## src/rtl/mod_toggle_counter.sv

```systemverilog
// Programmable modulo-M up/down counter; each wrap pulses tc for one cycle and
// flips q, acting as the T-input source for the downstream divider stage.
module mod_toggle_counter #(
  parameter int unsigned WIDTH       = 4,
  parameter int unsigned DEFAULT_MOD = 10
) (
  input  logic             clk,
  input  logic             rst,
  input  logic             en,
  input  logic             up,
  input  logic             load,
  input  logic [WIDTH-1:0] mod_in,
  output logic [WIDTH-1:0] count,
  output logic             tc,
  output logic             q,
  output logic             qbar
);

  logic [WIDTH-1:0] mod_r, mod_nxt;
  logic [WIDTH-1:0] cnt_r, cnt_nxt;
  logic             tc_r, tc_nxt;
  logic             q_r, q_nxt;
  logic [WIDTH-1:0] last_cnt;
  logic             wrap;

  // M-1 taken modulo 2**WIDTH: mod==0 (M = 2**WIDTH) lands on all-ones,
  // so the WIDTH+1-bit effective modulus never has to be materialised.
  assign last_cnt = mod_r - WIDTH'(1);

  assign wrap = en && !load && (up ? (cnt_r == last_cnt) : (cnt_r == '0));

  always_comb begin
    mod_nxt = mod_r;
    cnt_nxt = cnt_r;
    tc_nxt  = 1'b0;
    q_nxt   = q_r;
    if (load) begin
      mod_nxt = mod_in;
      cnt_nxt = '0;
    end else if (en) begin
      if (up) cnt_nxt = wrap ? '0       : cnt_r + WIDTH'(1);
      else    cnt_nxt = wrap ? last_cnt : cnt_r - WIDTH'(1);
      tc_nxt = wrap;
      q_nxt  = q_r ^ wrap;
    end
  end

  always_ff @(posedge clk) begin
    if (rst) begin
      mod_r <= WIDTH'(DEFAULT_MOD);
      cnt_r <= '0;
      tc_r  <= 1'b0;
      q_r   <= 1'b0;
    end else begin
      mod_r <= mod_nxt;
      cnt_r <= cnt_nxt;
      tc_r  <= tc_nxt;
      q_r   <= q_nxt;
    end
  end

  assign count = cnt_r;
  assign tc    = tc_r;
  assign q     = q_r;
  assign qbar  = ~q_r;

endmodule

```

## config.mk

```make
export PLATFORM = sky130hd
export DESIGN_NAME = mod_toggle_counter
export DESIGN_NICKNAME = d
export VERILOG_FILES = /design/src/rtl/mod_toggle_counter.sv
export SDC_FILE = /design/constraint.sdc
export NUM_CORES = 1
export LEC_CHECK = 0
export BUFFER_PORTS_ARGS = -buffer_cell sky130_fd_sc_hd__buf_4
export CAP_MARGIN = 10
export CORE_MARGIN = 3
export CORE_UTILIZATION = 55
export DETAILED_ROUTE_END_ITERATION = 16
export GPL_TIMING_DRIVEN = 0
export PLACE_DENSITY_LB_ADDON = 0.15
export REMOVE_ABC_BUFFERS = 1
export SLEW_MARGIN = 20
export SYNTH_ARGS = -nofsm -noshare
export SYNTH_HDL_FRONTEND = slang
export SYNTH_SLANG_ARGS = --single-unit
```

## constraint.sdc

```tcl
create_clock -name clk -period 4.3 [get_ports clk]
set_input_delay 0 -clock clk [delete_from_list [all_inputs] [get_ports clk]]
set_output_delay 0 -clock clk [all_outputs]
set_load 0.05 [all_outputs]
```

==> results of run 1 <==
## cells by family after synthesis
group           Yosys count  synth area share [%]
mux                       6                  8.39
flops                    10                  27.4
compound gates           17                  18.3
buf+inv                  11                  7.19
xor+xnor                  8                  9.59
simple gates             30                  22.3
fa+ha+maj                 4                  6.85
## metal layers
layer / share of wire [%] / up-vias / wire length [um] / global-route usage (%)
li1: - / 346 / - / -
met1: 45 / 340 / 765 / 26.9
met2: 47 / 22 / 799 / 36.8
met3: 5.1 / 5 / 85 / 3.86
met4: 1.9 / 0 / 32 / 7.45
met5: 0 / - / 0 / 0
## sequential cells by signal, summed over array words and instances (netlist names)
signal	flops
count	4
tc	1
mod_r	4
q	1
## where the power goes
part           switching [mW]  internal (mW)  total [mW]  leakage, nW
clock                  0.0346         0.0514      0.0861       0.0210
sequential            0.00758         0.0975       0.105       0.0821
combinational          0.0409         0.0340      0.0750        0.311
total                  0.0831          0.183       0.266        0.414
## what timing repair did
action | CTS | global route
hold buffers | 7 | 0
endpoints found under the hold margin | 5 | 0
endpoints found under the setup margin | 0 | 0
## per-stage QoR
step                      instance area, sq um  std cells
after floorplan                            704         82
after global placement                     835        111
after detailed placement                   835        111
after CTS                                  941        122
after global routing                       941        122
final                                      941        122
## worst register-to-register path, stage by stage, from the launching register on
cell and delay, ns:
dfxtp_1 0.43, inv_1 0.07, ha_1 0.32, xnor2_1 0.14
nor3_2 0.23, o211ai_2 0.16, a211o_1 0.29, a32o_1 0.26
## placed cells by master, fill, tap and decap left out, types with 2 or more instances in the layout
cell,netlist,layout
a32o_1,2,2
clkbuf_4,0,3
nand2b_1,3,3
and2_1,2,2
inv_1,7,7
dfxtp_1,10,10
xor2_1,4,4
nor2_1,8,8
o211ai_1,2,2
ha_1,4,4
nand3_1,2,2
dlygate4sd3_1,0,7
or4_1,2,2
mux2i_1,5,5
buf_4,0,15
nand3b_1,2,2
o211ai_2,2,2
xnor2_1,4,4
nand2_1,5,5
o21ai_0,4,4
nor3_1,3,3
## area by class of cell
type / count / area [sq um]
sequential: 10 / 200
timing repair buffer: 22 / 183
fill: 85 / 230
tap: 14 / 17.5
clock buffer: 4 / 36.3
multi-input combinational: 65 / 478
inverter: 7 / 26.3
## worst paths after layout
kind            start        to  slack (ns)
max          mod_r[0]  count[1]        2.27
min              load  mod_r[1]        0.03
max reg2reg  mod_r[0]  count[1]        2.27
min reg2reg  mod_r[1]  mod_r[1]        0.54
==> qor.yml, run 1 <==
global_route:
  track_usage_pct: 21.6
  grt_pass1_wl_um: 3000
  antenna_found_initial: 0
  grt_pass1_vias: 656
  grt.overflow.total: 0
  grt_max_degree: 12
layout:
  fin_nets: 122
  syn_to_final_growth_pct: 28.8
  antenna_cells: 0
  finish.utilization_pct: 80.3
  drive_gt1_share_pct: 23.1
die:
  die_h_um: 42.5
  io_pins: 16
  core_area_sq_um: 1170
  die_w_um: 42.5
  dieArea_sq_um: 1800
  start_util_pct: 62.4
  num_rows: 12
yosys:
  synth-warning-count: 0
  ys_seq_area_share_pct: 27.4
  synthCells: 86
  post-synth-top-area-fraction_pct: 27.4
  synth.avg_cell_area_sq_um: 8.50
  async_reset_ff_share_pct: 0
  ys_types: 31
  synthTopCellsByArea: "dfxtp_1, ha_1, mux2i_1"
  yosysTopAreaCell: "dfxtp_1"
  yosysMostFrequentCell: "dfxtp_1"
  synth_commonest_cells: "dfxtp_1, nor2_1, inv_1, mux2i_1, nand2_1"
  synth_edf_count: 0
  netlist_area_sq_um: 731
  synthFlopType: "dfxtp_1"
  ys_seq_elements: 10
placed_design:
  gp_congestion: 0.848
  dpl.hpwl_um: 1150
  io_buffer_count: 15
  place_ws_ns: 2.31
timing:
  rsz0062_at_grt: "no"
  post-route-period-util_pct: 47.3
  max_slew_margin_pct: 72.5
  fin_setup_tns_ns: 0
  tightest_slew_ns: 0.409
  worst_slack_ns: 2.27
  hold_viol: 0
  max_clock_freq_ghz: 0.492
  drv_slew: 0
  min_period_ns: 2.03
  finClkSkew_ns: 0.00462
  finalSetupViolCount: 0
  holdWs_ns: 0.0294
detailed_routing:
  drc: 0
  wirelength_um: 1680
  via_count: 713
  drtIter0Drc: 6
  drt-vias-per-instance: 5.84
  drtPass1Iterations: 4
  wire_per_inst_um: 13.8
  final_antenna_net_count: 0
power_and_ir_drop:
  p_leak_nw: 0.414
  power_density_nw_per_um2: 283
  vdd_drop_max_mv: 0.261
  power_mw: 0.266
clock_tree:
  clk-insertion-delay-late_ns: 0.27
  cts_setup_buffers: 0
  cts_tree: "yes"
  max-clock-path-buffers: 2
  post_cts_resized: 0
  cts.clk_slew.worst_paths_ns: 0.07
  cts_htree_levels: 1
  cts_root_buf: "clkbuf_4"
  cts_sinks: 10
  cts-buffers-inserted: 3
setup_path:
  start_kind: "flop"
  path_cells: "inv_1, ha_1, xnor2_1, nor3_2, o211ai_2, a211o_1, a32o_1"
  cpPeakStageDelay_ns: 0.43
  ff2ff_path_depth: 7
  critPathSlowestCell: "dfxtp_1"
  path_buf_inv: 1
  worstSetupPathType: "flop to flop"
  required_ns: 4.45
  cp.depth: 7
  crit_arrival_ns: 2.19
  end_kind: "flop"
  worst_path_dominant_cell_family: "compound AO/OA/AOI/OAI gates"
  crit_fanout: 6
min_path:
  hold_path_class: "primary input to flop"
  min_delay_path_depth: 2
flow_run:
  drv_cap: 0
outcome:
  outcome: "finished, final reports clean"
No activity file was read; power rests on OpenSTA's default activity.
==> run 2, diff against run 1 <==
--- a/config.mk
+++ b/config.mk
@@ -8,7 +8,7 @@
 export BUFFER_PORTS_ARGS = -buffer_cell sky130_fd_sc_hd__buf_4
 export CAP_MARGIN = 10
 export CORE_MARGIN = 3
-export CORE_UTILIZATION = 55
+export CORE_UTILIZATION = 51
 export DETAILED_ROUTE_END_ITERATION = 16
 export GPL_TIMING_DRIVEN = 0
 export PLACE_DENSITY_LB_ADDON = 0.15
==> constraint.sdc (replaced) <==
create_clock -name clk -period 2.1 [get_ports clk]
set_input_delay 0 -clock clk [delete_from_list [all_inputs] [get_ports clk]]
set_output_delay 0 -clock clk [all_outputs]
set_load 0.05 [all_outputs]
==> run 2 against run 1 <==
Compared with the run above:
- combinational power increased by 100%
- sequential cell count stayed put
- clock-buffer cell count shrank 1
- critical path depth did not move
- non-clock buffer count fell by 1
- register-to-register slack got worse by 2.1 ns
- worst hold slack better by 0.0050 ns
- largest cell class unchanged
==> qor.yml, run 2 (synthesized netlist as in run 1, its figures left out) <==
detailed_routing:
  wirelength_um: 1590
  drtIter0Drc: 2
  wl_met2_um: 754
  wire_per_inst_um: 13.1
  m1WireLength_um: 748
  dr.max_layer_used: "met4"
  drtPass1Iterations: 4
  dr_wl_met3_um: 60
  final_antenna_net_count: 0
  via_count: 677
  drt-vias-per-instance: 5.60
  drc: 0
min_path:
  hold_path_class: "primary input to flop"
timing:
  finClkSkew_ns: 0.00364
  hold_viol: 0
  finalSetupViolCount: 0
  drv_slew: 0
  rsz0062_at_grt: "no"
  max_clock_freq_ghz: 0.520
  min_period_ns: 1.92
  max_slew_margin_pct: 73.8
  fin_setup_tns_ns: 0
  tightest_slew_ns: 0.391
  post-route-period-util_pct: 91.5
placed_design:
  io_buffer_count: 15
  post-place-cells: 112
  gp_congestion: 0.822
  dpl.hpwl_um: 1160
power_and_ir_drop:
  p_clk_share_pct: 26.3
  p_leak_nw: 0.405
  p_sw_share_pct: 32.7
  vdd_drop_max_mv: 0.342
  combPwrFrac_pct: 30.6
  power_density_nw_per_um2: 538
  p_sw_mw: 0.163
  intPower_mw: 0.336
  seqPwrFrac_pct: 43.1
clock_tree:
  cts_htree_levels: 1
  cts_root_buf: "clkbuf_4"
  clk-insertion-delay-late_ns: 0.26
  cts_tree: "yes"
  max-clock-path-buffers: 2
  cts_sinks: 10
  cts-buffers-inserted: 3
  cts.clk_slew.worst_paths_ns: 0.07
setup_path:
  required_ns: 2.26
  worst_path_dominant_cell_family: "compound AO/OA/AOI/OAI gates"
  cpPeakStageDelay_ns: 0.38
  startpoint: "mod_r[0]"
  cp.depth: 7
  path_cells: "inv_1, ha_1, xnor2_1, nor3_2, o211ai_2, a211o_1, a32o_1"
  ff2ff_path_depth: 7
  reg2reg_to: "count[1]"
  crit_arrival_ns: 2.08
  rr_startpoint: "mod_r[0]"
  path_buf_inv: 1
  crit_end: "count[1]"
  critPathSlowestCell: "dfxtp_2"
  crit_fanout: 6
  reg2reg_slack_ns: 0.18
  end_kind: "flop"
  start_kind: "flop"
  worstSetupPathType: "flop to flop"
die:
  core_area_sq_um: 1320
  start_util_pct: 55.5
  num_rows: 13
  die_w_um: 43.9
  dieArea_sq_um: 1920
  io_pins: 16
  die_h_um: 43.9
flow_run:
  drv_cap: 0
global_route:
  grt.overflow.total: 0
  grt_max_degree: 12
  grt_pass1_wl_um: 2790
  grt_pass1_vias: 646
  antenna_found_initial: 0
  track_usage_pct: 19.3
layout:
  nFillCells: 115
  syn_to_final_growth_pct: 26.9
  final_cell_mix: "buf_4, dfxtp_1, nor2_1"
  finish.utilization_pct: 70.4
  final_cells: 121
  antenna_cells: 0
  drive_gt1_share_pct: 24.5
  final_common_cell: "buf_4"
  fin_nets: 121
outcome:
  outcome: "finished, final reports clean"
[run 2: changes by cell type in the layout (fill, tap and decap cells not counted), sizes merged]
cell / previous run / this run
clkbuf: 4 / 3
dlygate4sd3: 7 / 6
[run 2: power by group through the flow]
stage                     Sequential [mW]  Combinational [mW]  Clock (mW)
after floorplan                     0.234              0.0806           0
final                               0.215               0.153       0.131
after global routing                0.217               0.168       0.145
after detailed placement            0.219               0.142           0
after CTS                           0.214               0.152       0.137
after global placement              0.218               0.138           0
[run 2: area by class of cell]
class	count	area [sq um]	share of cell area, %
Tap cell	15	18.8	2.02
Clock buffer	3	22.5	2.43
Multi-Input combinational cell	65	485	52.4
Sequential cell	10	201	21.7
Timing Repair Buffer	21	173	18.6
Inverter	7	26.3	2.83
[run 2: worst min path at each step]
stage / startpoint / to / slack (ns) / cells past startpoint
after floorplan: rst / mod_r[0] / 0.07 / 1
after global placement: mod_in[3] / mod_r[3] / 0.22 / 3
after detailed placement: mod_in[3] / mod_r[3] / 0.23 / 3
after CTS: load / mod_r[1] / 0.03 / 2
after global routing: load / mod_r[1] / 0.03 / 2
final: load / mod_r[1] / 0.03 / 2
[run 2: repair_timing]
action	4_1_cts	5_1_grt
setup endpoints to repair	0	2
endpoints found under the hold margin	5	0
gates resized for setup	0	2
hold buffers	6	0
buffers inserted	0	0
[run 2: worst register-to-register path, stage by stage (launching register included)]
cell and delay [ns]:
dfxtp_2 0.38, inv_1 0.06, ha_1 0.32, xnor2_1 0.14
nor3_2 0.22, o211ai_2 0.17, a211o_1 0.28, a32o_1 0.23
[run 2: per-layer routing]
layer	vias to the layer above	global-route usage [%]
met2	16	31.4
li1	343	-
met5	-	0
met1	314	24.7
met4	0	7.23
met3	4	4.15
[run 2: metrics by stage]
| stage | setup slack, ns | hold WS (ns) | area, sq um | power (mW) |
|---|---|---|---|---|
| 2_1_floorplan | 0.120 | 0.0724 | 704 | 0.314 |
| 3_3_place_gp | 0.130 | 0.217 | 836 | 0.357 |
| 3_5_place_dp | 0.112 | 0.226 | 836 | 0.361 |
| 4_1_cts | 0.108 | 0.0285 | 918 | 0.503 |
| 5_1_grt | 0.0557 | 0.0310 | 927 | 0.530 |
| 6_report | 0.179 | 0.0344 | 927 | 0.499 |
==> run 3, diff against run 2 <==
--- a/config.mk
+++ b/config.mk
@@ -8,7 +8,7 @@
 export BUFFER_PORTS_ARGS = -buffer_cell sky130_fd_sc_hd__buf_4
 export CAP_MARGIN = 10
 export CORE_MARGIN = 3
-export CORE_UTILIZATION = 51
+export CORE_UTILIZATION = 45
 export DETAILED_ROUTE_END_ITERATION = 16
 export GPL_TIMING_DRIVEN = 0
 export PLACE_DENSITY_LB_ADDON = 0.15
==> run 3 against run 2 <==
Compared with the run above:
- global-route usage shrank 2.5 points
- worst hold slack lost 0.0055 ns
- clock power grew 32%
- via count shrank 3.5%
- critical path depth is the same
- clock-buffer cell count grew 1
- sequential power is essentially flat
- non-clock buffer count is the same
- sequential share of layout area shrank 0.32 points
- critical endpoint is now q
==> qor.yml, run 3 (synthesized netlist as in run 1, its figures left out) <==
outcome:
  outcome: "finished, final reports clean"
detailed_routing:
  drt-vias-per-instance: 5.35
  drc: 0
  wirelength_um: 1580
  final_antenna_net_count: 0
  drtPass1Iterations: 4
  wire_per_inst_um: 13.0
  via_count: 653
  drtIter0Drc: 10
setup_path:
  crit_end: "q"
  reg2reg_slack_ns: 0.16
  crit_fanout: 6
  end_kind: "flop"
  startpoint: "mod_r[0]"
  worstSetupPathType: "flop to flop"
  start_kind: "flop"
  ff2ff_path_depth: 7
  rr_startpoint: "mod_r[0]"
  reg2reg_to: "q"
  crit_arrival_ns: 2.09
  required_ns: 2.26
clock_tree:
  cts-buffers-inserted: 3
  max-clock-path-buffers: 2
  cts_setup_buffers: 0
  cts_sinks: 10
  cts_tree: "yes"
  clk-insertion-delay-late_ns: 0.27
  cts_root_buf: "clkbuf_4"
  cts.clk_slew.worst_paths_ns: 0.07
  cts_htree_levels: 1
power_and_ir_drop:
  power_density_nw_per_um2: 575
  vdd_drop_max_mv: 0.466
  p_leak_nw: 0.412
global_route:
  track_usage_pct: 16.7
  grt_pass1_vias: 599
  antenna_found_initial: 0
  grt.overflow.total: 0
  grt_pass1_wl_um: 2600
  grt_max_degree: 12
placed_design:
  gp_congestion: 0.824
  dpl.hpwl_um: 1140
  io_buffer_count: 15
layout:
  fin_nets: 121
  syn_to_final_growth_pct: 28.8
  nFillCells: 123
  drive_gt1_share_pct: 25.2
  antenna_cells: 0
  final_common_cell: "buf_4"
  final_cell_mix: "buf_4, dfxtp_1, nor2_1"
  finish.utilization_pct: 66.5
die:
  die_h_um: 46.3
  start_util_pct: 51.6
  dieArea_sq_um: 2140
  die_w_um: 46.3
  core_area_sq_um: 1420
  io_pins: 16
  num_rows: 13
timing:
  tightest_slew_ns: 0.373
  finClkSkew_ns: 0.00249
  fin_setup_tns_ns: 0
  hold_viol: 0
  max_clock_freq_ghz: 0.517
  finalSetupViolCount: 0
  min_period_ns: 1.94
  post-route-period-util_pct: 92.2
  rsz0062_at_grt: "no"
  max_slew_margin_pct: 74.9
  drv_slew: 0
flow_run:
  drv_cap: 0
min_path:
  hold_path_class: "primary input to flop"
-- run 3: cell types whose count changed in the layout (fill, tap and decap cells not counted), sizes merged --
| cell | before | now |
|---|---|---|
| clkbuf | 3 | 4 |
-- run 3: worst min-delay path by stage --
stage	from	endpoint	slack, ns	depth (start not counted)
after floorplan	rst	mod_r[0]	0.07	1
after global placement	mod_in[1]	mod_r[1]	0.21	3
after detailed placement	mod_in[1]	mod_r[1]	0.22	3
after CTS	load	mod_r[1]	0.03	2
after global routing	load	mod_r[1]	0.04	2
final	load	mod_r[1]	0.03	2
-- run 3: repair_timing --
action | in CTS | in global routing
endpoints found under the setup margin | 0 | 2
endpoints found under the hold margin | 5 | 0
hold buffers | 6 | 0
resized for setup | 0 | 2
-- run 3: where the power goes --
group | total [mW] | switching, mW | internal [mW]
Sequential | 0.215 | 0.0153 | 0.200
Clock | 0.173 | 0.0680 | 0.105
Combinational | 0.152 | 0.0829 | 0.0692
Total | 0.541 | 0.166 | 0.375
-- run 3: routing by layer --
layer,global-route usage [%],share of wire [%]
met5,0,0
met3,5.86,5.3
met4,3.98,0.57
met1,21.8,48
met2,26.1,46
-- run 3: layout make-up --
class / instances / area [sq um] / share of cell area (%)
Tap cell: 15 / 18.8 / 1.99
Inverter: 7 / 26.3 / 2.79
Clock buffer: 4 / 36.3 / 3.86
Multi-Input combinational cell: 65 / 485 / 51.6
Sequential cell: 10 / 201 / 21.4
Timing Repair Buffer: 21 / 173 / 18.4
-- run 3: per-stage QoR --
stage               cell area (sq um)  instances  setup slack [ns]  hold WS [ns]  total power [mW]
finish                            941        122             0.164        0.0289             0.541
global route                      941        122            0.0736        0.0427             0.577
CTS                               932        122            0.0863        0.0292             0.542
detailed placement                836        112             0.102         0.219             0.359
global placement                  836        112             0.147         0.214             0.357
floorplan                         704         82             0.120        0.0724             0.314
-- run 3: worst max-delay path, cell delays in order, from the launching register on --
cell and delay [ns]:
dfxtp_2 0.38, inv_1 0.06, ha_1 0.33, xnor2_1 0.15, nor3_2 0.21, o211ai_2 0.17, a21oi_1 0.18, mux2_2 0.34
